[src/rtl/mem_port_arbiter_pkg.sv]
// Shared types for the three-way memory port arbiter: FSM states, requester ids and
// the alignment check.
package mem_arb_pkg;

  localparam int unsigned RSP_ID_W = 2;

  typedef enum logic [1:0] {
    IDLE   = 2'd0,
    ACCESS = 2'd1,
    WAIT   = 2'd2,
    RESP   = 2'd3
  } arb_state_t;

  typedef enum logic [RSP_ID_W-1:0] {
    REQ_FETCH = 2'd0,
    REQ_LOAD  = 2'd1,
    REQ_STORE = 2'd2
  } req_id_t;

  function automatic logic is_misaligned(input logic [1:0] lsb);
    return lsb != 2'b00;
  endfunction

endpackage

[src/rtl/mem_port_arbiter_if.sv]
// Requester, memory and response signals of the arbiter. The slave modport is the arbiter;
// the master modport is everything around it (requesters plus the RAM).
interface mem_port_arbiter_if
  import mem_arb_pkg::*;
#(
  parameter int unsigned ADDR_W = 32,
  parameter int unsigned DATA_W = 32
) ();

  logic                fetch_valid;
  logic                fetch_ready;
  logic [ADDR_W-1:0]   fetch_addr;
  logic                load_valid;
  logic                load_ready;
  logic [ADDR_W-1:0]   load_addr;
  logic                store_valid;
  logic                store_ready;
  logic [ADDR_W-1:0]   store_addr;
  logic [DATA_W-1:0]   store_data;
  logic                mem_en;
  logic                mem_we;
  logic [ADDR_W-1:0]   mem_addr;
  logic [DATA_W-1:0]   mem_wdata;
  logic [DATA_W-1:0]   mem_rdata;
  logic                rsp_valid;
  logic [RSP_ID_W-1:0] rsp_id;
  logic [DATA_W-1:0]   rsp_data;
  logic                rsp_err;

  modport master (
    output fetch_valid, fetch_addr, load_valid, load_addr, store_valid, store_addr, store_data,
    output mem_rdata,
    input  fetch_ready, load_ready, store_ready, mem_en, mem_we, mem_addr, mem_wdata,
    input  rsp_valid, rsp_id, rsp_data, rsp_err
  );

  modport slave (
    input  fetch_valid, fetch_addr, load_valid, load_addr, store_valid, store_addr, store_data,
    input  mem_rdata,
    output fetch_ready, load_ready, store_ready, mem_en, mem_we, mem_addr, mem_wdata,
    output rsp_valid, rsp_id, rsp_data, rsp_err
  );

endinterface

[src/rtl/mem_port_arbiter_pick.sv]
// Fixed-priority grant (store > load > fetch) with a starvation counter that forces fetch
// to win once it has lost STARVE_MAX arbitrations in a row.
module mem_arb_pick
  import mem_arb_pkg::*;
#(
  parameter int unsigned STARVE_MAX = 4
) (
  input  logic       i_clk,
  input  logic       i_rst_n,
  input  logic [2:0] i_valid,    // {store, load, fetch}
  input  logic       i_in_idle,
  output logic [2:0] o_grant,    // one-hot, same order as i_valid
  output req_id_t    o_id
);

  localparam int unsigned CNT_W = $clog2(STARVE_MAX + 1);

  logic [CNT_W-1:0] r_starve_cnt;
  logic [CNT_W-1:0] w_starve_cnt_next;
  logic             w_force_fetch;

  always_comb begin
    w_force_fetch = (r_starve_cnt == CNT_W'(STARVE_MAX)) && i_valid[0];
    o_grant       = 3'b000;
    o_id          = REQ_FETCH;
    if (i_in_idle) begin
      if (w_force_fetch) begin
        o_grant = 3'b001;
        o_id    = REQ_FETCH;
      end else if (i_valid[2]) begin
        o_grant = 3'b100;
        o_id    = REQ_STORE;
      end else if (i_valid[1]) begin
        o_grant = 3'b010;
        o_id    = REQ_LOAD;
      end else if (i_valid[0]) begin
        o_grant = 3'b001;
        o_id    = REQ_FETCH;
      end
    end
  end

  always_comb begin
    w_starve_cnt_next = r_starve_cnt;
    if (i_in_idle) begin
      if (!i_valid[0] || o_grant[0]) begin
        w_starve_cnt_next = '0;
      end else if (r_starve_cnt != CNT_W'(STARVE_MAX)) begin
        w_starve_cnt_next = r_starve_cnt + CNT_W'(1);
      end
    end
  end

  always_ff @(posedge i_clk or negedge i_rst_n) begin
    if (!i_rst_n) begin
      r_starve_cnt <= '0;
    end else begin
      r_starve_cnt <= w_starve_cnt_next;
    end
  end

endmodule

[src/rtl/mem_port_arbiter.sv]
// Serialises fetch/load/store onto one memory port, one transaction in flight, and returns
// each result on a single tagged response pulse.
module mem_port_arbiter
  import mem_arb_pkg::*;
#(
  parameter int unsigned ADDR_W     = 32,
  parameter int unsigned DATA_W     = 32,
  parameter int unsigned MEM_LAT    = 2,
  parameter int unsigned STARVE_MAX = 4
) (
  input  logic                i_clk,
  input  logic                i_rst_n,
  mem_port_arbiter_if.slave   io_bus
);

  localparam int unsigned LAT_W = $clog2(MEM_LAT + 1);

  arb_state_t        r_state;
  arb_state_t        w_state_next;
  req_id_t           r_id;
  req_id_t           w_pick_id;
  logic [2:0]        w_valid;
  logic [2:0]        w_grant;
  logic [ADDR_W-1:0] r_addr;
  logic [ADDR_W-1:0] w_req_addr;
  logic [DATA_W-1:0] r_wdata;
  logic [DATA_W-1:0] r_rdata;
  logic [LAT_W-1:0]  r_lat_cnt;
  logic              w_in_idle;
  logic              w_handshake;
  logic              w_err;
  logic              w_lat_done;

  assign w_valid     = {io_bus.store_valid, io_bus.load_valid, io_bus.fetch_valid};
  // Gating with reset keeps every ready low while reset is asserted.
  assign w_in_idle   = (r_state == IDLE) && i_rst_n;
  assign w_handshake = |w_grant;
  assign w_err       = is_misaligned(r_addr[1:0]);
  assign w_lat_done  = (r_lat_cnt == LAT_W'(MEM_LAT));

  mem_arb_pick #(
    .STARVE_MAX (STARVE_MAX)
  ) u_pick (
    .i_clk     (i_clk),
    .i_rst_n   (i_rst_n),
    .i_valid   (w_valid),
    .i_in_idle (w_in_idle),
    .o_grant   (w_grant),
    .o_id      (w_pick_id)
  );

  always_ff @(posedge i_clk or negedge i_rst_n) begin
    if (!i_rst_n) begin
      r_state <= IDLE;
    end else begin
      r_state <= w_state_next;
    end
  end

  always_comb begin
    w_state_next = r_state;
    case (r_state)
      IDLE:    if (w_handshake) w_state_next = ACCESS;
      ACCESS:  w_state_next = (w_err || r_id == REQ_STORE) ? RESP : WAIT;
      WAIT:    if (w_lat_done) w_state_next = RESP;
      RESP:    w_state_next = IDLE;
      default: w_state_next = IDLE;
    endcase
  end

  always_comb begin
    case (w_pick_id)
      REQ_STORE: w_req_addr = io_bus.store_addr;
      REQ_LOAD:  w_req_addr = io_bus.load_addr;
      default:   w_req_addr = io_bus.fetch_addr;
    endcase
  end

  // Request latch, latency counter and read-data capture.
  always_ff @(posedge i_clk or negedge i_rst_n) begin
    if (!i_rst_n) begin
      r_id      <= REQ_FETCH;
      r_addr    <= '0;
      r_wdata   <= '0;
      r_rdata   <= '0;
      r_lat_cnt <= '0;
    end else begin
      if (w_handshake) begin
        r_id    <= w_pick_id;
        r_addr  <= w_req_addr;
        r_wdata <= w_grant[2] ? io_bus.store_data : '0;
      end
      if (r_state == ACCESS) begin
        r_lat_cnt <= LAT_W'(1);
      end else if (r_state == WAIT && !w_lat_done) begin
        r_lat_cnt <= r_lat_cnt + LAT_W'(1);
      end
      if (r_state == WAIT && w_lat_done) begin
        r_rdata <= io_bus.mem_rdata;
      end
    end
  end

  always_comb begin
    io_bus.fetch_ready = w_grant[0];
    io_bus.load_ready  = w_grant[1];
    io_bus.store_ready = w_grant[2];
    io_bus.mem_en      = 1'b0;
    io_bus.mem_we      = 1'b0;
    io_bus.mem_addr    = '0;
    io_bus.mem_wdata   = '0;
    io_bus.rsp_valid   = 1'b0;
    io_bus.rsp_id      = '0;
    io_bus.rsp_data    = '0;
    io_bus.rsp_err     = 1'b0;
    case (r_state)
      ACCESS: begin
        io_bus.mem_en    = !w_err;
        io_bus.mem_we    = !w_err && (r_id == REQ_STORE);
        io_bus.mem_addr  = r_addr;
        io_bus.mem_wdata = r_wdata;
      end
      RESP: begin
        io_bus.rsp_valid = 1'b1;
        io_bus.rsp_id    = r_id;
        io_bus.rsp_err   = w_err;
        io_bus.rsp_data  = (w_err || r_id == REQ_STORE) ? '0 : r_rdata;
      end
      default: ;
    endcase
  end

endmodule

[src/flat_wrapper.sv]
// flat-port wrapper written by rule: the top's interface ports become plain ports
module mem_port_arbiter_flat import mem_arb_pkg::*;
#(
  parameter int unsigned ADDR_W     = 32,
  parameter int unsigned DATA_W     = 32,
  parameter int unsigned MEM_LAT    = 2,
  parameter int unsigned STARVE_MAX = 4
)
  (i_clk, i_rst_n, io_bus_fetch_valid, io_bus_fetch_addr, io_bus_load_valid, io_bus_load_addr, io_bus_store_valid, io_bus_store_addr, io_bus_store_data, io_bus_mem_rdata, io_bus_fetch_ready, io_bus_load_ready, io_bus_store_ready, io_bus_mem_en, io_bus_mem_we, io_bus_mem_addr, io_bus_mem_wdata, io_bus_rsp_valid, io_bus_rsp_id, io_bus_rsp_data, io_bus_rsp_err);
  mem_port_arbiter_if #(.ADDR_W(ADDR_W), .DATA_W(DATA_W)) io_bus_i ();
  input  logic i_clk;
  input  logic i_rst_n;
  input wire logic [$bits(io_bus_i.fetch_valid)-1:0] io_bus_fetch_valid;
  input wire logic [$bits(io_bus_i.fetch_addr)-1:0] io_bus_fetch_addr;
  input wire logic [$bits(io_bus_i.load_valid)-1:0] io_bus_load_valid;
  input wire logic [$bits(io_bus_i.load_addr)-1:0] io_bus_load_addr;
  input wire logic [$bits(io_bus_i.store_valid)-1:0] io_bus_store_valid;
  input wire logic [$bits(io_bus_i.store_addr)-1:0] io_bus_store_addr;
  input wire logic [$bits(io_bus_i.store_data)-1:0] io_bus_store_data;
  input wire logic [$bits(io_bus_i.mem_rdata)-1:0] io_bus_mem_rdata;
  output wire logic [$bits(io_bus_i.fetch_ready)-1:0] io_bus_fetch_ready;
  output wire logic [$bits(io_bus_i.load_ready)-1:0] io_bus_load_ready;
  output wire logic [$bits(io_bus_i.store_ready)-1:0] io_bus_store_ready;
  output wire logic [$bits(io_bus_i.mem_en)-1:0] io_bus_mem_en;
  output wire logic [$bits(io_bus_i.mem_we)-1:0] io_bus_mem_we;
  output wire logic [$bits(io_bus_i.mem_addr)-1:0] io_bus_mem_addr;
  output wire logic [$bits(io_bus_i.mem_wdata)-1:0] io_bus_mem_wdata;
  output wire logic [$bits(io_bus_i.rsp_valid)-1:0] io_bus_rsp_valid;
  output wire logic [$bits(io_bus_i.rsp_id)-1:0] io_bus_rsp_id;
  output wire logic [$bits(io_bus_i.rsp_data)-1:0] io_bus_rsp_data;
  output wire logic [$bits(io_bus_i.rsp_err)-1:0] io_bus_rsp_err;
  assign io_bus_i.fetch_valid = io_bus_fetch_valid;
  assign io_bus_i.fetch_addr = io_bus_fetch_addr;
  assign io_bus_i.load_valid = io_bus_load_valid;
  assign io_bus_i.load_addr = io_bus_load_addr;
  assign io_bus_i.store_valid = io_bus_store_valid;
  assign io_bus_i.store_addr = io_bus_store_addr;
  assign io_bus_i.store_data = io_bus_store_data;
  assign io_bus_i.mem_rdata = io_bus_mem_rdata;
  assign io_bus_fetch_ready = io_bus_i.fetch_ready;
  assign io_bus_load_ready = io_bus_i.load_ready;
  assign io_bus_store_ready = io_bus_i.store_ready;
  assign io_bus_mem_en = io_bus_i.mem_en;
  assign io_bus_mem_we = io_bus_i.mem_we;
  assign io_bus_mem_addr = io_bus_i.mem_addr;
  assign io_bus_mem_wdata = io_bus_i.mem_wdata;
  assign io_bus_rsp_valid = io_bus_i.rsp_valid;
  assign io_bus_rsp_id = io_bus_i.rsp_id;
  assign io_bus_rsp_data = io_bus_i.rsp_data;
  assign io_bus_rsp_err = io_bus_i.rsp_err;
  mem_port_arbiter #(.ADDR_W(ADDR_W), .DATA_W(DATA_W), .MEM_LAT(MEM_LAT), .STARVE_MAX(STARVE_MAX)) u_core (.i_clk(i_clk), .i_rst_n(i_rst_n), .io_bus(io_bus_i));
endmodule
[config.mk]
export PLATFORM = sky130hd
export DESIGN_NAME = mem_port_arbiter_flat
export DESIGN_NICKNAME = d
export VERILOG_FILES = /design/src/rtl/mem_port_arbiter_pkg.sv /design/src/rtl/mem_port_arbiter_if.sv /design/src/rtl/mem_port_arbiter_pick.sv /design/src/rtl/mem_port_arbiter.sv /design/src/flat_wrapper.sv
export SDC_FILE = /design/constraint.sdc
export NUM_CORES = 1
export LEC_CHECK = 0
export CORE_MARGIN = 2
export CORE_UTILIZATION = 41
export DETAILED_ROUTE_END_ITERATION = 8
export PLACE_DENSITY = 0.82
export SKIP_CTS_REPAIR_TIMING = 1
export SYNTH_ARGS = -nofsm -noshare
export SYNTH_HDL_FRONTEND = slang
export SYNTH_HIERARCHICAL = 1
export SYNTH_SLANG_ARGS = --single-unit
[constraint.sdc]
create_clock -name i_clk -period 3.16 [get_ports i_clk]
set_input_delay 0.316 -clock i_clk [delete_from_list [all_inputs] [get_ports i_clk]]
set_output_delay 0.316 -clock i_clk [all_outputs]
set_load 0.02 [all_outputs]
==> impl_summary.txt <==
----------------------------------------------------
[Die]
  FP Rows ... just over 40
  Die ar. ... 14000 um^2
  Core Footprint ... approximately 13000 um^2
  Initial Utilization ... a little over two fifths
  Height of the die ... about 120 um
  I/O Pins ... 270
  Die span in x ... roughly 120 um

[Power and ir drop]
  Max IR drop VDD ... around 0.33 mV
  Power Density ... roughly 760 nW/um^2
  Static leakage power ... approximately 3.6 nW

[Timing]
  Relative max-transition margin ... 49.2%
  Final critical delay including setup and external delays ... around 2.8 ns
  RSZ-0062 raised after global routing ... no
  Post-route setup TNS ... 0 ns
  Final Setup Violations ... 0
  Transition time at the pin with the least slew margin ... about 0.76 ns
  Clock skew ... about 0.010 ns
  Slew Viols, Final ... 0
  Period Utilization, post-route ... 88.1%
  Final hold violations ... 0
  Max frequency ... approximately 360 MHz

[Drt]
  Average wire per standard cell ... around 17 um
  Number of detailed-route iterations in the first pass ... 4
  Remaining design rule violation count ... 0
  Initial DRC Count ... approximately 260
  Vias per cell ... a little over 5
  Routed WL ... around 16000 um
  Via count of the routed design ... ~4700
  Antenna viol nets, final ... 0

[Setup path]
  Maximum single-stage delay on the critical path ... slightly above 0.4 ns
  Kind of critical path ... flop to flop
  Levels on crit path ... 9
  Top delay family on crit path ... buffers and inverters
  R2R Path End ... u_core/r_addr[31]
  Worst R2R Path Depth ... 9
  Critical R2R Launch ... u_core/r_state[0]
  Worst endpoint required time ... roughly 3.4 ns
  Buffers and inverters on the worst path ... 3
  Cells along the critical path ... inv_1 > ha_1 > and2_1 > and3_2 > buf_4 > ha_4 > buf_12 > a221oi_1 > o31ai_1
  Critical path endpoint category ... flop
  Register-to-register path setup slack ... approximately 0.38 ns
  Arrival time at the worst endpoint ... a little under 3 ns
  Critical path peak fanout ... 48
  Critical path startpoint category ... flop
  Critical-path top delay cell ... dfrtp_1

[Layout]
  Count of filler cells inserted in the layout ... between 1000 and 1500
  Commonest cells after routing, fill and taps aside ... clkdlybuf4s50_1, dfrtp_1, and2_1
  Most frequent standard cell in the layout excluding fill and tap cells ... clkdlybuf4s50_1
  ANT cells ... 0
  Area growth from synthesis to layout ... 56.6%
  Layout Nets ... ~920
  Share of final-layout standard cells stronger than drive strength 1 ... under 10%
  Final Cell Area ... 8420 um^2

[GRT]
  Global-route usage over all layers ... a little over a fifth
  Remaining Overflow, GRT ... 0
  Met1 track demand over resource ... 26.0%
  Peak-usage layer in the global routing report ... met2
  Vias in the first global route ... ~4800
  Met3 layer usage reported by global route ... between 5 and 6%
  Global-route wire length before repair ... 24600 um
  Number of antenna violations at the first check in global routing ... 0
  Routing usage on met2 ... 38.6%
  Maximum number of pins on one net before global-route repair ... between 70 and 80

[Yosys]
  Number of instances in the synthesized netlist ... roughly 500
  Warning count from the yosys run ... 6
  Dominant synthesized flop cell ... dfrtp_1
  Average instance area after synthesis ... approximately 11 um^2
  Flip-flop and latch count after synthesis ... approximately 110
  Post-Syn Nets ... about 670
  Sequential fraction of the synthesis area ... approximately 49%
  Total standard cell area after synthesis ... roughly 5400 um^2
  Async set or reset register ratio after synthesis ... 100%
  Cell variety after synth ... 33
  Post-synth EDFFs ... 0

[CTS]
  Worst-case clock buffer depth ... 2
  Clock Sinks ... 105
  Insertion delay of the later-clocked pin in the worst-skew pair ... 0.34 ns
  Number of clock buffers inserted by TritonCTS ... 9
  Buffer cell driving the clock tree root ... clkbuf_16
  CTS tree ... built
  Clock slew at the register clock pins of the worst setup and hold paths ... 0.07 ns
  H-Tree Depth ... 3

[Place]
  Cell area after placement ... between 8000 and 9000 um^2
  Placer's final routability congestion estimate ... roughly 0.8
  Post-detailed-placement half-perimeter wirelength ... between 10000 and 15000 um
  Buffers added on ports ... around 270

[Hold path]
  Class of the worst hold path ... primary input to asynchronous set/reset pin

[Flow run]
  Reported max-cap violation count ... 0

[Status]
  Run status ... finished clean

----------------------------------------------------
## area by class of cell
cell class	instances	area, um^2	area share (%)
repair buffers	278	2770	32.9
flip-flops and latches	105	2630	31.2
multi-input cells	338	2490	29.6
clock buffers	9	225	2.67
well taps	172	215	2.56
clock inverters	6	50.0	0.594
inverters	10	37.5	0.446
## per-layer routing
metal  routed length (um)  vias up  share of wire (%)
met5                    0        -                  0
met3                 1100       25                7.0
met2                 7900      191                 51
met4                  336        0                2.2
met1                 6260     2266                 40
li1                     -     2236                  -
## Yosys cell counts, types with 2 or more instances
cell,n,area (um^2)
dfrtp_1,105,2630
and2_1,100,626
nand2_1,36,135
nor2b_1,35,219
mux2_2,33,372
o31ai_1,33,248
a221oi_1,32,280
a22o_1,32,280
clkbuf_1,23,86.3
ha_1,10,125
inv_1,10,37.5
buf_4,9,67.6
buf_2,5,25.0
nor2_1,5,18.8
buf_6,4,45.0
o21ai_0,3,15.0
clkbuf_2,2,10.0
mux2i_1,2,20.0
nand3_1,2,10.0
o22ai_1,2,12.5
## logic make-up (layout without fill, tap and decap cells)
kind of cell	Yosys count	count (layout)	synth area share, %
adder cells (fa/ha/maj)	10	10	2.33
AND/OR/NAND/NOR	185	185	19.9
AO/OA/AOI/OAI	107	107	16.4
flip-flops	105	105	48.9
buffers and inverters	53	303	5.05
XOR/XNOR	1	1	0.163
multiplexers	35	35	7.28
## through the flow
stage | util, % | setup WS (ns) | instances | power [mW] | hold WS (ns)
finish | 66.2 | 0.375 | 918 | 6.44 | 0.0748
global route | 66.2 | 0.172 | 918 | 6.85 | 0.136
CTS | 66.1 | -0.238 | 918 | 6.49 | 0.0889
detailed placement | 63.9 | -0.188 | 903 | 5.42 | 0.461
global placement | 63.9 | 0.0352 | 903 | 5.28 | 0.449
floorplan | - | 0.650 | 496 | 4.11 | 0.0204
## power breakdown
part | switching [mW] | internal [mW]
Combinational | 1.53 | 1.59
Clock | 0.511 | 0.542
Sequential | 0.308 | 1.96
Total | 2.35 | 4.09
## worst reg2reg max path: cells and delay by family (launching register included)
kind            cells  cell delay, ns
fa+ha+maj           2            0.54
flops               1            0.41
compound gates      2            0.40
buf+inv             3            0.70
simple gates        2            0.59
## registers in the layout, indices dropped and copies added (netlist names)
signal and flops:
u_core/r_id 2, u_core/u_pick/r_starve_cnt 3, u_core/r_lat_cnt 2, u_core/r_wdata 32, u_core/r_addr 32, u_core/r_state 2, u_core/r_rdata 32
## worst max path at each step
stage                            from           endpoint
finish              u_core/r_state[0]  u_core/r_addr[31]
global route        u_core/r_state[1]   u_core/r_addr[0]
CTS                 u_core/r_state[0]  u_core/r_addr[27]
detailed placement  u_core/r_state[0]  u_core/r_addr[27]
global placement    u_core/r_state[0]  u_core/r_addr[20]
floorplan           u_core/r_state[0]  u_core/r_addr[29]
(Power assumes the default switching activity.)
